--- src/rtl/mont_s_update.sv ---
// ----------------------------------------------------------------------------
// mont_s_update
//   Word-serial Montgomery (CIOS) inner-loop stage. For each outer iteration
//   it latches x_i and the Q' factor q_m, then streams Y[j]/M[j] from the
//   operand memory. It computes S = (S + x*Y + q*M) / 2^16 one 16-bit word per
//   step. S (NWORDS+1 words) is held internally and accumulates across
//   iterations until cleared. The new low word S[0] is exported
//   registered so that the Q' generator can form the next factor.
//
// Ports
//   clk        in   clock, rising edge
//   rstn       in   asynchronous active-low reset
//   start      in   begin one iteration (sampled in IDLE only)
//   clr        in   synchronous clear of all S words (IDLE only, beats start)
//   x_i        in   current X word, latched on the start edge
//   q_m        in   Q' adjustment factor, latched on the start edge
//   mem_rd     out  operand read strobe
//   mem_addr   out  operand word index j
//   y_word     in   Y[j], valid one cycle after mem_rd
//   m_word     in   M[j], valid one cycle after mem_rd
//   busy       out  high from the start edge until DONE is left
//   done       out  single-cycle completion pulse
//   low_err    out  sticky: word-0 low half of the sum was nonzero
//   s0_out     out  S[0], registered at completion
//   s_rd_addr  in   result word select, 0..NWORDS
//   s_rd_data  out  S[s_rd_addr], combinational, 0 when out of range
// ----------------------------------------------------------------------------
module mont_s_update #(
   parameter int NWORDS = 2,
   parameter int AW     = 6,
   parameter int SAW    = 7
) (
   input  logic            clk,
   input  logic            rstn,
   input  logic            start,
   input  logic            clr,
   input  logic [15:0]     x_i,
   input  logic [15:0]     q_m,
   output logic            mem_rd,
   output logic [AW-1:0]   mem_addr,
   input  logic [15:0]     y_word,
   input  logic [15:0]     m_word,
   output logic            busy,
   output logic            done,
   output logic            low_err,
   output logic [15:0]     s0_out,
   input  logic [SAW-1:0]  s_rd_addr,
   output logic [15:0]     s_rd_data
);

   typedef enum logic [2:0] {
      IDLE = 3'd0,
      RD   = 3'd1,
      CALC = 3'd2,
      TOP  = 3'd3,
      DONE = 3'd4
   } state_t;

   state_t        state_q, state_d;

   logic [15:0]   s_q [0:NWORDS];
   logic [AW-1:0] j_q;
   logic [17:0]   carry_q;
   logic [15:0]   x_q;
   logic [15:0]   q_q;

   logic          last_j;
   logic [15:0]   s_j;
   logic [31:0]   prod_y;
   logic [31:0]   prod_m;
   logic [33:0]   t;
   logic [18:0]   u;

   assign last_j   = (j_q == AW'(NWORDS - 1));
   assign mem_rd   = (state_q == RD);
   assign mem_addr = j_q;

   // ---------------------------------------------------------------------
   // State register
   // ---------------------------------------------------------------------
   // NOTE: every clocked block uses non-blocking (<=) assignments so all
   // flops sample their inputs from the same pre-edge values.
   always_ff @(posedge clk or negedge rstn) begin
      if (!rstn) begin
         state_q <= IDLE;
      end else begin
         state_q <= state_d;
      end
   end

   // ---------------------------------------------------------------------
   // Next-state logic; clr has priority over start in IDLE, and both are
   // ignored in every other state.
   // ---------------------------------------------------------------------
   // NOTE: state_d gets a default before the case so no path leaves it
   // unassigned, which would otherwise infer a latch.
   always_comb begin
      state_d = state_q;
      unique case (state_q)
         IDLE:    if (!clr && start) state_d = RD;
         RD:      state_d = CALC;
         CALC:    state_d = last_j ? TOP : RD;
         TOP:     state_d = DONE;
         DONE:    state_d = IDLE;
         default: state_d = IDLE;
      endcase
   end

   // ---------------------------------------------------------------------
   // Word-step arithmetic. Both products are full 32-bit. The 34-bit sum
   // holds S[j] + two products + an 18-bit carry without overflow.
   // ---------------------------------------------------------------------
   always_comb begin
      s_j = '0;
      for (int k = 0; k < NWORDS; k++) begin
         if (j_q == AW'(k)) s_j = s_q[k];
      end
   end

   assign prod_y = {16'h0000, x_q} * {16'h0000, y_word};
   assign prod_m = {16'h0000, q_q} * {16'h0000, m_word};
   assign t      = {18'h0, s_j} + {2'b00, prod_y} + {2'b00, prod_m} + {16'h0, carry_q};

   // Final fold of the carry into the top word.
   assign u      = {3'b000, s_q[NWORDS]} + {1'b0, carry_q};

   // Result read port; out-of-range addresses read as zero.
   always_comb begin
      s_rd_data = '0;
      for (int k = 0; k <= NWORDS; k++) begin
         if (s_rd_addr == SAW'(k)) s_rd_data = s_q[k];
      end
   end

   // ---------------------------------------------------------------------
   // Datapath and registered outputs
   // ---------------------------------------------------------------------
   // NOTE: the S register file is built from flops and is cleared by reset,
   // so a reset mid-iteration leaves no partial result; it must not be
   // mapped to a RAM macro.
   always_ff @(posedge clk or negedge rstn) begin
      if (!rstn) begin
         for (int k = 0; k <= NWORDS; k++) s_q[k] <= '0;
         j_q     <= '0;
         carry_q <= '0;
         x_q     <= '0;
         q_q     <= '0;
         busy    <= 1'b0;
         done    <= 1'b0;
         low_err <= 1'b0;
         s0_out  <= '0;
      end else begin
         done <= 1'b0;
         unique case (state_q)
            IDLE: begin
               if (clr) begin
                  for (int k = 0; k <= NWORDS; k++) s_q[k] <= '0;
               end else if (start) begin
                  x_q     <= x_i;
                  q_q     <= q_m;
                  j_q     <= '0;
                  carry_q <= '0;
                  low_err <= 1'b0;
                  busy    <= 1'b1;
               end
            end
            CALC: begin
               // Word 0 of the sum is shifted out; q_m was chosen to make it
               // zero, so a nonzero value flags a bad factor upstream.
               if (j_q == '0) begin
                  if (t[15:0] != 16'h0000) low_err <= 1'b1;
               end else begin
                  for (int k = 0; k < NWORDS - 1; k++) begin
                     if (j_q == AW'(k + 1)) s_q[k] <= t[15:0];
                  end
               end
               carry_q <= t[33:16];
               if (!last_j) j_q <= j_q + 1'b1;
            end
            TOP: begin
               s_q[NWORDS-1] <= u[15:0];
               s_q[NWORDS]   <= {13'h0000, u[18:16]};
            end
            DONE: begin
               done   <= 1'b1;
               s0_out <= s_q[0];
               busy   <= 1'b0;
            end
            default: ;
         endcase
      end
   end

endmodule

--- config.mk ---
export PLATFORM = sky130hd
export DESIGN_NAME = mont_s_update
export DESIGN_NICKNAME = d
export VERILOG_FILES = /design/src/rtl/mont_s_update.sv
export SDC_FILE = /design/constraint.sdc
export NUM_CORES = 2
export LEC_CHECK = 0
export BUFFER_PORTS_ARGS = -buffer_cell sky130_fd_sc_hd__buf_2
export CORE_MARGIN = 2
export CORE_UTILIZATION = 39
export DETAILED_ROUTE_END_ITERATION = 10
export PLACE_DENSITY_LB_ADDON = 0.12
export SYNTH_ARGS = -nofsm -noshare
export SYNTH_HDL_FRONTEND = slang
export SYNTH_SLANG_ARGS = --single-unit
export TNS_END_PERCENT = 30
--- constraint.sdc ---
create_clock -name clk -period 9.8 [get_ports clk]
set_input_delay 1.47 -clock clk [delete_from_list [all_inputs] [get_ports clk]]
set_output_delay 1.47 -clock clk [all_outputs]
set_load 0.03 [all_outputs]
Word level (Yosys, flattened, before mapping)
Index checks and enable logic that the tools add are counted.

storage, ports and cells
  output and inout port bits = 42
  register bits = 126
  logic and storage cells = 81

operators by class
  eq/ne operators = 16
  $add $sub $neg = 5
  multiply operators = 2
  bitwise operators = 1
  mux-type cells = 29
  reduce and logical (&&, ||, !) cells = 16

operator list
  cell                                           number
  2-to-1 mux 16 bit                              7
  multiplier 16 x 16 -> 32 bit                   2
  case mux 32 bit (2 select lines)               1
  2-to-1 mux 48 bit                              1
  2-to-1 mux 18 bit                              2
  case mux 18 bit (2 select lines)               1
  adder 33 x 32 -> 34 bit                        1
  adder 34 x 18 -> 34 bit                        1
  adder 16 x 32 -> 33 bit                        1
  case mux 16 bit (2 select lines)               1
  adder 16 x 18 -> 19 bit                        1
  2-to-1 mux 6 bit                               3
  != test 2 bit, second input constant           9
  nonzero test 16 bit                            1
  case mux 3 bit (4 select lines)                1
  case mux 6 bit (2 select lines)                1
  AND reduction 3 bit                            3
  AND reduction 4 bit                            2
  == test 7 x 1 -> 1 bit, second input constant  1
  == test 7 x 2 -> 1 bit, second input constant  1
  logical NOT 7 bit                              1
  2-to-1 mux 1 bit                               7
  adder 6 x 1 -> 6 bit, second input constant    1
  == test 3 x 2 -> 1 bit, second input constant  2
  other kinds (14)                               17

Depth between registers and ports, before layout
  word-level depth = 10
  mapped depth = 27
  gate-level depth less buffers = 25

Worst setup path after synthesis
OpenSTA, ideal clock, no wires.

  kind = in2reg
  from = in m_word[11]
  to = reg carry_q[15]
  buffers on the path = 2
  arrival = 7.695 ns
  required time = 9.655 ns
  stages on the path = 25
  slack = 1.961 ns
  cells stage by stage = clkbuf_1 > nand2_1 > fa_1 > inv_1 > fa_1 > inv_1 > fa_1 > inv_1 > fa_1 > fa_1 > fa_1 > fa_1 > inv_1 > fa_1 > inv_1 > ha_1 > buf_2 > a41o_1 > a21oi_2 > o22ai_1 > o21ai_0 > o211ai_2 > a31oi_1 > mux2i_1 > o221ai_1

on the way
  cells in the longest elaborated chain, start to end = 4

ends and longest elaborated chain
  what                              RTL line  source
  start: declaration                42        input logic [15:0] m_word,
  multiplier 16 x 16 -> 32 bit      121       assign prod_m = {16'h0000, q_q} * {16'h0000, m_word};
  adder 33 x 32 -> 34 bit           122       assign t = {18'h0, s_j} + {2'b00, prod_y} + {2'b00, prod_m} + {16'h0, carry_q};
  adder 34 x 18 -> 34 bit           122
  case mux 18 bit (2 select lines)  154       unique case (state_q)
  end signal: assignment            177       carry_q <= t[33:16];
  end: declaration                  63        logic [17:0] carry_q;

Every way passes these cells.
A chain may end at the register's enable or synchronous reset.

Final worst setup path
Same ends and word-level chain as after synthesis.

==> impl_metrics.csv <==
group,metric,value,unit
placement,io_buffers,116,
yosys,avgSynthCellArea,9.57,um^2
global_route,grt_util_all_layers,21.9,%
yosys,synth_edf_count,0,
placement,dp_hpwl,53200,um
route,dr_wl_met2,30900,um
clocking,cts_tree,"built",
global_route,gr-total-overflow,0,
yosys,async_reset_ff_share,100,%
clocking,cts_hold_buffers,0,
clocking,clock_tree.buffer_depth,2,
sta,clock.fmax,125,MHz
floorplanning,die_h,250,um
clocking,path_clk_slew,60,ps
sta,slew_violations,0,
route,met1_length,28600,um
yosys,synth_cells,2468,
route,avgRoutedWirePerCell,19.3,um
sta,rsz0062_at_grt,"false",
route,final_antenna_net_count,0,
floorplanning,die-area,62500,um^2
sta,finalSetupViolCount,0,
route,firstDrtPassIters,5,
critical_path,worstSetupEndpointType,"flop",
run_status,outcome,"finished clean",
route,routed-via-count,16600,
clocking,cts_setup_buffers,0,
layout,final_cell_mix,"583 x inv_1, 483 x fa_1, 303 x and2_1",
route,drc,0,
global_route,grt_first_pass_wirelength,104000,um
global_route,grt_max_degree,71,
yosys,ys_seq_area_share,12.0,%
yosys,synth_top_area_share,41.0,%
critical_path,startpoint_type,"input pin",
yosys,synth_ff_type,"dfrtp_1",
min_path,hp-class,"flop to flop",
sta,slew_headroom,30.5,%
sta,worst_slew_pin_slew,1040,ps
placement,dp.cells,3285,
critical_path,worstSetupPathType,"input pin to flop",
layout,final_cell_count_no_fill,3319,
yosys,synth_fp_nets,3242,
clocking,clock-root-buffer,"clkbuf_16",
flow_run,max_cap_violations,0,
clocking,cts_resized,0,
floorplanning,chipWidth,250,um
critical_path,cp.arrival,8320,ps
critical_path,reg2reg_slack,2140,ps
sta,fin_crit,8020,ps
floorplanning,io_pins,117,
yosys,yosysTopAreaCell,"fa_1",
floorplanning,initial_core_util,39.3,%
route,via_per_inst,5.01,
yosys,syn_area,23600,um^2
layout,layout-drive-gt1-share,8.76,%
yosys,ys_warn_count,0,
critical_path,worstPathRequired,10100,ps
clocking,clock_latency,490,ps
clocking,cts.sinks,113,
yosys,synth-seq-cells,113,
route,drt-initial-drc-count,861,
floorplanning,rows,90,
layout,fin_nets,3296,
route,wl_met3,3270,um
global_route,first_global_vias,18500,
clocking,htreeDepth,4,
yosys,synth_cell_types,65,
floorplanning,coreArea,60100,um^2
sta,finalSetupTns,0,ps
sta,hold_viol,0,
critical_path,cp_max_fo,16,
route,detail_route.wirelength,64200,um
clocking,cts_buffers,17,
layout,final_common_cell,"inv_1",
placement,gp_congestion,0.876,
sta,fin_crit_sh,81.9,%
sta,fin_skew,22.5,ps
yosys,synth.area.top_cells,"fa_1 41%, dfrtp_1 12%, ha_1 11%",
layout,nFillCells,6028,
layout,areaGrowthSynthToFinish,8.06,%
route,top_layer,"met5",
global_route,antenna_found_initial,2,
metal layers:
layer | track usage [%] | up-vias
met2 | 36.1 | 326
met5 | 0 | -
met4 | 6.02 | 2
met3 | 4.04 | 63
li1 | - | 7533
met1 | 29.7 | 8703
layout make-up:
cell class                 count  area [um^2]  share of cell area (%)
multi-input combinational   1680        18200                    71.5
sequential                   113         2830                    11.1
inverter                     585         2200                    8.61
tap                          782          978                    3.84
timing repair buffer         125          654                    2.56
clock buffer                  21          460                    1.80
clock inverter                11          151                   0.593
antenna                        2         5.00                  0.0196
registers in the layout, indices dropped and copies added (netlist names):
name and cells:
carry_q 18, s_q 35, x_q 16, s0_out 16, state_q 3, mem_addr 6
done 1, low_err 1, q_q 16, busy 1
cells by family after synthesis:
logic type	after synthesis	synth area share, %
compound gates	188	5.65
simple gates	697	15.1
buf+inv	675	10.8
flops	113	12.0
xor+xnor	40	1.48
fa+ha+maj	699	52.4
mux	56	2.63
worst paths after layout:
path,endpoint,cells after the start,from
hold reg to reg,s0_out[3],1,s0_out[3]
min in group asynchronous,mem_addr[3],1,rstn
setup / recovery,carry_q[15],24,m_word[11]
setup reg to reg,carry_q[15],23,q_q[10]
hold / removal,s0_out[3],1,s0_out[3]
max in group asynchronous,x_q[1],2,rstn
through the flow:
| stage | area, um^2 | util (%) | setup slack [ps] | hold WS (ps) |
|---|---|---|---|---|
| floorplan | 23600 | - | 1960 | 467 |
| global placement | 24900 | 41.4 | 1410 | 479 |
| detailed placement | 24900 | 41.4 | 1330 | 495 |
| CTS | 25500 | 42.4 | 1830 | 510 |
| global route | 25500 | 42.4 | 1470 | 523 |
| finish | 25500 | 42.4 | 1780 | 508 |
worst max-delay path, stage by stage:
cell and delay, ps:
buf_2 300, nand2_1 140, fa_1 590, inv_1 50
fa_1 480, inv_1 50, fa_1 540, inv_1 50
fa_1 480, fa_1 560, fa_1 430, fa_1 570
inv_1 70, fa_1 480, inv_1 40, ha_1 370
a41o_1 280, a21oi_2 160, o22ai_1 130, o21ai_0 260
o211ai_2 200, a31oi_1 240, mux2i_1 230, o221ai_1 140
Yosys cell counts (4+ instances only):
library cell,number
fa_1,483
a22o_1,45
and3_1,8
nor3b_1,4
and2_1,304
inv_1,583
clkbuf_1,80
xnor2_1,24
a21oi_1,38
nand3_1,24
o21a_1,4
ha_1,216
mux2i_1,8
dfrtp_1,113
o22ai_1,6
nor2_1,42
buf_2,6
o21bai_1,5
nand2_1,272
nor4_1,4
nor3_1,15
mux2_2,48
o21ai_0,37
a21o_1,14
xor2_1,16
Power is not shown: default switching activity piles up to over one toggle a cycle in this logic, so the estimate is an artifact.
